===== config.mk =====
export PLATFORM = sky130hd
export DESIGN_NAME = attack_turn_ctrl
export DESIGN_NICKNAME = d
export VERILOG_FILES = /design/src/rtl/attack_turn_ctrl.sv
export SDC_FILE = /design/constraint.sdc
export NUM_CORES = 1
export LEC_CHECK = 0
export ABC_AREA = 1
export CAP_MARGIN = 20
export CORE_ASPECT_RATIO = 0.75
export CORE_UTILIZATION = 54
export CTS_CLUSTER_DIAMETER = 100
export DETAILED_ROUTE_END_ITERATION = 7
export GPL_ROUTABILITY_DRIVEN = 0
export PLACE_DENSITY = 0.85
export SETUP_SLACK_MARGIN = 0.05
export SLEW_MARGIN = 40
export SYNTH_ARGS = -nofsm -noshare
export SYNTH_HDL_FRONTEND = slang
export SYNTH_SLANG_ARGS = --single-unit

===== constraint.sdc =====
create_clock -name clk -period 8.4 [get_ports clk]
set_clock_uncertainty 0.15 [all_clocks]
set_input_delay 0.84 -clock clk [delete_from_list [all_inputs] [get_ports clk]]
set_output_delay 0.84 -clock clk [all_outputs]
set_load 0.005 [all_outputs]

===== src/rtl/attack_turn_ctrl.sv =====
// Attack-phase game flow: edge-qualified fire/start, shot bookkeeping,
// hit/shot counters, registered win/lose decision and hit/miss feedback.
module attack_turn_ctrl #(
  parameter int N_COLS    = 5,
  parameter int N_LINES   = 7,
  parameter int MAX_SHOTS = 20
) (
  input  logic                        clk,
  input  logic                        clr,
  input  logic                        start,
  input  logic                        confirm,
  input  logic [2:0]                  col,
  input  logic [2:0]                  lin,
  input  logic                        hit_in,
  input  logic [5:0]                  ship_cells,
  output logic [N_COLS*N_LINES-1:0]   attack_map,
  output logic [5:0]                  hits,
  output logic [5:0]                  shots_left,
  output logic [1:0]                  status,
  output logic                        shot_pulse,
  output logic                        reject_pulse,
  output logic                        rgb_r,
  output logic                        rgb_g
);

  localparam int N_CELLS = N_COLS * N_LINES;
  localparam logic [5:0] MAX_HITS   = 6'(N_CELLS);
  localparam logic [5:0] SHOT_GRANT = 6'(MAX_SHOTS);

  typedef enum logic [1:0] {
    ST_IDLE   = 2'b00,
    ST_ATTACK = 2'b01,
    ST_WIN    = 2'b10,
    ST_LOSE   = 2'b11
  } state_t;

  state_t             state_q, state_d;
  logic [N_CELLS-1:0] map_q, map_d;
  logic [5:0]         hits_q, hits_d;
  logic [5:0]         left_q, left_d;
  logic [5:0]         ship_q, ship_d;
  logic               shot_q, shot_d;
  logic               rej_q, rej_d;
  logic               rgb_r_q, rgb_r_d;
  logic               rgb_g_q, rgb_g_d;
  logic               conf_q, start_q;

  logic       fire, go, in_range;
  logic [5:0] idx;

  assign fire     = confirm & ~conf_q;
  assign go       = start & ~start_q;
  assign in_range = (int'(col) < N_COLS) && (int'(lin) < N_LINES);
  assign idx      = 6'(int'(lin) * N_COLS + int'(col));

  always_comb begin
    state_d = state_q;
    map_d   = map_q;
    hits_d  = hits_q;
    left_d  = left_q;
    ship_d  = ship_q;
    shot_d  = 1'b0;
    rej_d   = 1'b0;
    rgb_r_d = rgb_r_q;
    rgb_g_d = rgb_g_q;
    if (go) begin
      state_d = ST_ATTACK;
      map_d   = '0;
      hits_d  = '0;
      left_d  = SHOT_GRANT;
      ship_d  = ship_cells;
      rgb_r_d = 1'b0;
      rgb_g_d = 1'b0;
    end else if (state_q == ST_ATTACK) begin
      // Decision looks at the counters as they stood before this edge.
      if (hits_q == ship_q)
        state_d = ST_WIN;
      else if (left_q == '0)
        state_d = ST_LOSE;
      if (fire) begin
        if (!in_range || map_q[idx]) begin
          rej_d = 1'b1;
        end else if (left_q != '0) begin
          map_d[idx] = 1'b1;
          left_d     = left_q - 6'd1;
          shot_d     = 1'b1;
          rgb_r_d    = hit_in;
          rgb_g_d    = ~hit_in;
          if (hit_in && hits_q != MAX_HITS)
            hits_d = hits_q + 6'd1;
        end
      end
    end
  end

  always_ff @(posedge clk) begin
    if (clr) begin
      state_q <= ST_IDLE;
      map_q   <= '0;
      hits_q  <= '0;
      left_q  <= '0;
      ship_q  <= '0;
      shot_q  <= 1'b0;
      rej_q   <= 1'b0;
      rgb_r_q <= 1'b0;
      rgb_g_q <= 1'b0;
      conf_q  <= 1'b1;
      start_q <= 1'b1;
    end else begin
      state_q <= state_d;
      map_q   <= map_d;
      hits_q  <= hits_d;
      left_q  <= left_d;
      ship_q  <= ship_d;
      shot_q  <= shot_d;
      rej_q   <= rej_d;
      rgb_r_q <= rgb_r_d;
      rgb_g_q <= rgb_g_d;
      conf_q  <= confirm;
      start_q <= start;
    end
  end

  assign attack_map   = map_q;
  assign hits         = hits_q;
  assign shots_left   = left_q;
  assign status       = state_q;
  assign shot_pulse   = shot_q;
  assign reject_pulse = rej_q;
  assign rgb_r        = rgb_r_q;
  assign rgb_g        = rgb_g_q;

endmodule


==> results.cfg <==
[die]
dieArea_um2 = 6030
rows = 23
core_area_um2 = 5440
fp.dieW_um = 89.3
start_util = 0.568
die_h_um = 67.5
ios = 70

[grt]
grtUsageMet2 = 0.411
antenna_found_initial = 0
globalRouteMet3Util = 0.0905
grt_pass1_vias = 2696
grt_max_degree = 35
overflow = 0
use_met1 = 0.408
grtUsageTotal = 0.285
grt_pass1_wl_mm = 12.8
top_usage_layer = met2

[route]
antenna_left = 0
wire_per_inst_um = 13.3
via_per_inst = 5.27
postRouteWirelength_mm = 7.94
firstDrtPassIters = 5
drcViolationCount = 0
drt-initial-drc-count = 341
vias = 3140

[pwr]
power.leakage_nw = 1.70
max-vdd-ir-drop_mv = 0.104
p_seq_frac = 0.434
p_sw_frac = 0.300
intPower_uw = 475
power_density_nw_per_um2 = 169
pwr-share-clk = 0.390
switchingPower_uw = 203
comb_power_share = 0.177

[critical_path]
required_ns = 8.53
startpoint_type = primary input
setup.worst_path.class = in2reg
crit_path_end_kind = flop
path_max_fanout = 30
worstPathArrival_ns = 4.59

[finish]
diodes = 0
fillers = 383
drive_gt1_frac = 0.0557
multi_input_area_um2 = 1500
regArea_um2 = 1220
area_delta_synth_final_pct = 29.7
mostFrequentLayoutCells = 99 x nand2_1, 72 x inv_1, 69 x clkdlybuf4s50_1
final_net_count = 545
final_common_cell = nand2_1
instances_no_fill = 596

[cts]
ctsRootBufferMaster = clkbuf_8
postCtsSetupBuffers = 0
cts.repair.resized = 0
cts_buffer_depth = 2
cts.sinks = 61
clk_latency_ns = 0.34
clk_pin_slew_ns = 0.07
cts_buffers = 9
cts-hold-fix-buffers = 0
tritoncts = yes
cts_max_level = 3

[sta]
slew_violations = 0
worst_slew_pin_slew_ns = 0.675
setup_viol = 0
hold_violations = 0
timing.setup.tns_ns = 0
period_minus_slack_ns = 4.47
max_freq_mhz = 224
grt_setup_unrepaired = false
slew_headroom = 0.549
fin_crit_sh = 0.532

[synth]
netlist_instances = 448
yosysUniqueCellTypes = 31
synth.cell_area_um2 = 3090
seq_area_frac_synth = 0.395
syn-num-nets = 477
postSynthAreaPerCell_um2 = 6.90
ys_ff_latch = 61
yosysWarnings = 0

[placed_design]
io_buffers = 69
dpl.hpwl_mm = 5.80
dpl.cell_count = 580

[status]
status = complete, no violations

[worst_hold_path]
hold_path.class = reg2reg

[job]
drv_cap = 0
## flip-flops by register name (all words and copies together), names as in the netlist
signal,count
ship_q,6
conf_q,1
hits,6
attack_map,35
status,2
start_q,1
rgb_g,1
rgb_r,1
shot_pulse,1
shots_left,6
reject_pulse,1
## layer usage
layer  wire length, µm  vias up
met5                 0        -
met4               124        0
met3               689       19
met2              3420      172
met1              3710     1391
li1                  -     1558
## worst max-delay path: stages
cell and delay (ns):
clkdlybuf4s50_1 0.53, ha_1 0.25, ha_1 0.32, inv_1 0.07, fa_1 0.54, nand2_1 0.14
nor2_1 0.14, nand2_1 0.12, o21ai_1 0.07, a21oi_1 0.14, o21ai_1 0.15, nor2_4 0.24
nand2_4 0.14, nor2_4 0.54, nand2_2 0.19, o21ai_1 0.17
## cell type report
| class | instances | share of cell area |
|---|---|---|
| clock buffers | 11 | 0.0353 |
| clock inverters | 5 | 0.0150 |
| inverters | 77 | 0.0721 |
| multi-input cells | 297 | 0.375 |
| flip-flops and latches | 61 | 0.305 |
| well taps | 75 | 0.0234 |
| repair buffers | 70 | 0.174 |
## cells by family after synthesis
kind of cell / Yosys count / synth area share
xor+xnor: 9 / 0.0279
buf+inv: 90 / 0.119
flops: 61 / 0.395
simple gates: 204 / 0.288
compound gates: 72 / 0.119
fa+ha+maj: 12 / 0.0510
## path summary, 6_finish.rpt
check                 from       endpoint  slack, ns  cells after the start
max                 lin[2]  attack_map[4]       3.93                     16
max reg2reg  shots_left[0]  attack_map[4]       5.94                     11
min reg2reg          rgb_r          rgb_r       0.32                      2
min                  rgb_r          rgb_r       0.32                      2
## per-stage QoR
| step | util | power (mW) | setup WS (ns) | hold WS, ns | cell area (µm²) |
|---|---|---|---|---|---|
| floorplan | - | 0.383 | 4.81 | 0.294 | 3090 |
| global placement | 0.699 | 0.413 | 3.82 | 0.306 | 3800 |
| detailed placement | 0.700 | 0.416 | 3.66 | 0.314 | 3810 |
| CTS | 0.737 | 0.678 | 4.00 | 0.323 | 4010 |
| global route | 0.737 | 0.709 | 3.68 | 0.341 | 4010 |
| finish | 0.737 | 0.678 | 3.93 | 0.319 | 4010 |
## power by group through the flow
stage / logic (mW) / clock network, mW / registers [mW]
2_1_floorplan: 0.0826 / 0 / 0.300
3_3_place_gp: 0.112 / 0 / 0.301
3_5_place_dp: 0.116 / 0 / 0.301
4_1_cts: 0.116 / 0.267 / 0.294
5_1_grt: 0.133 / 0.281 / 0.294
6_report: 0.120 / 0.264 / 0.294
## synth_stat cells, drive strengths merged
cell    instances  share of area
o31ai           1         0.0024
clkbuf          6         0.0073
nand2         102           0.13
buf             7          0.018
ha             11          0.045
inv            77          0.094
o21ai          48          0.078
o21a            1         0.0024
nor2           38          0.052
xor2            7          0.020
o21bai          1         0.0024
nand4           4         0.0081
fa              1         0.0065
or3             1         0.0020
xnor2           2         0.0081
a31oi           1         0.0020
nand3          54          0.087
nor4            1         0.0020
dfxtp          61           0.40
nor3            2         0.0032
nand3b          2         0.0049
a21oi          20          0.032
Power figures use the tool's default switching activity.
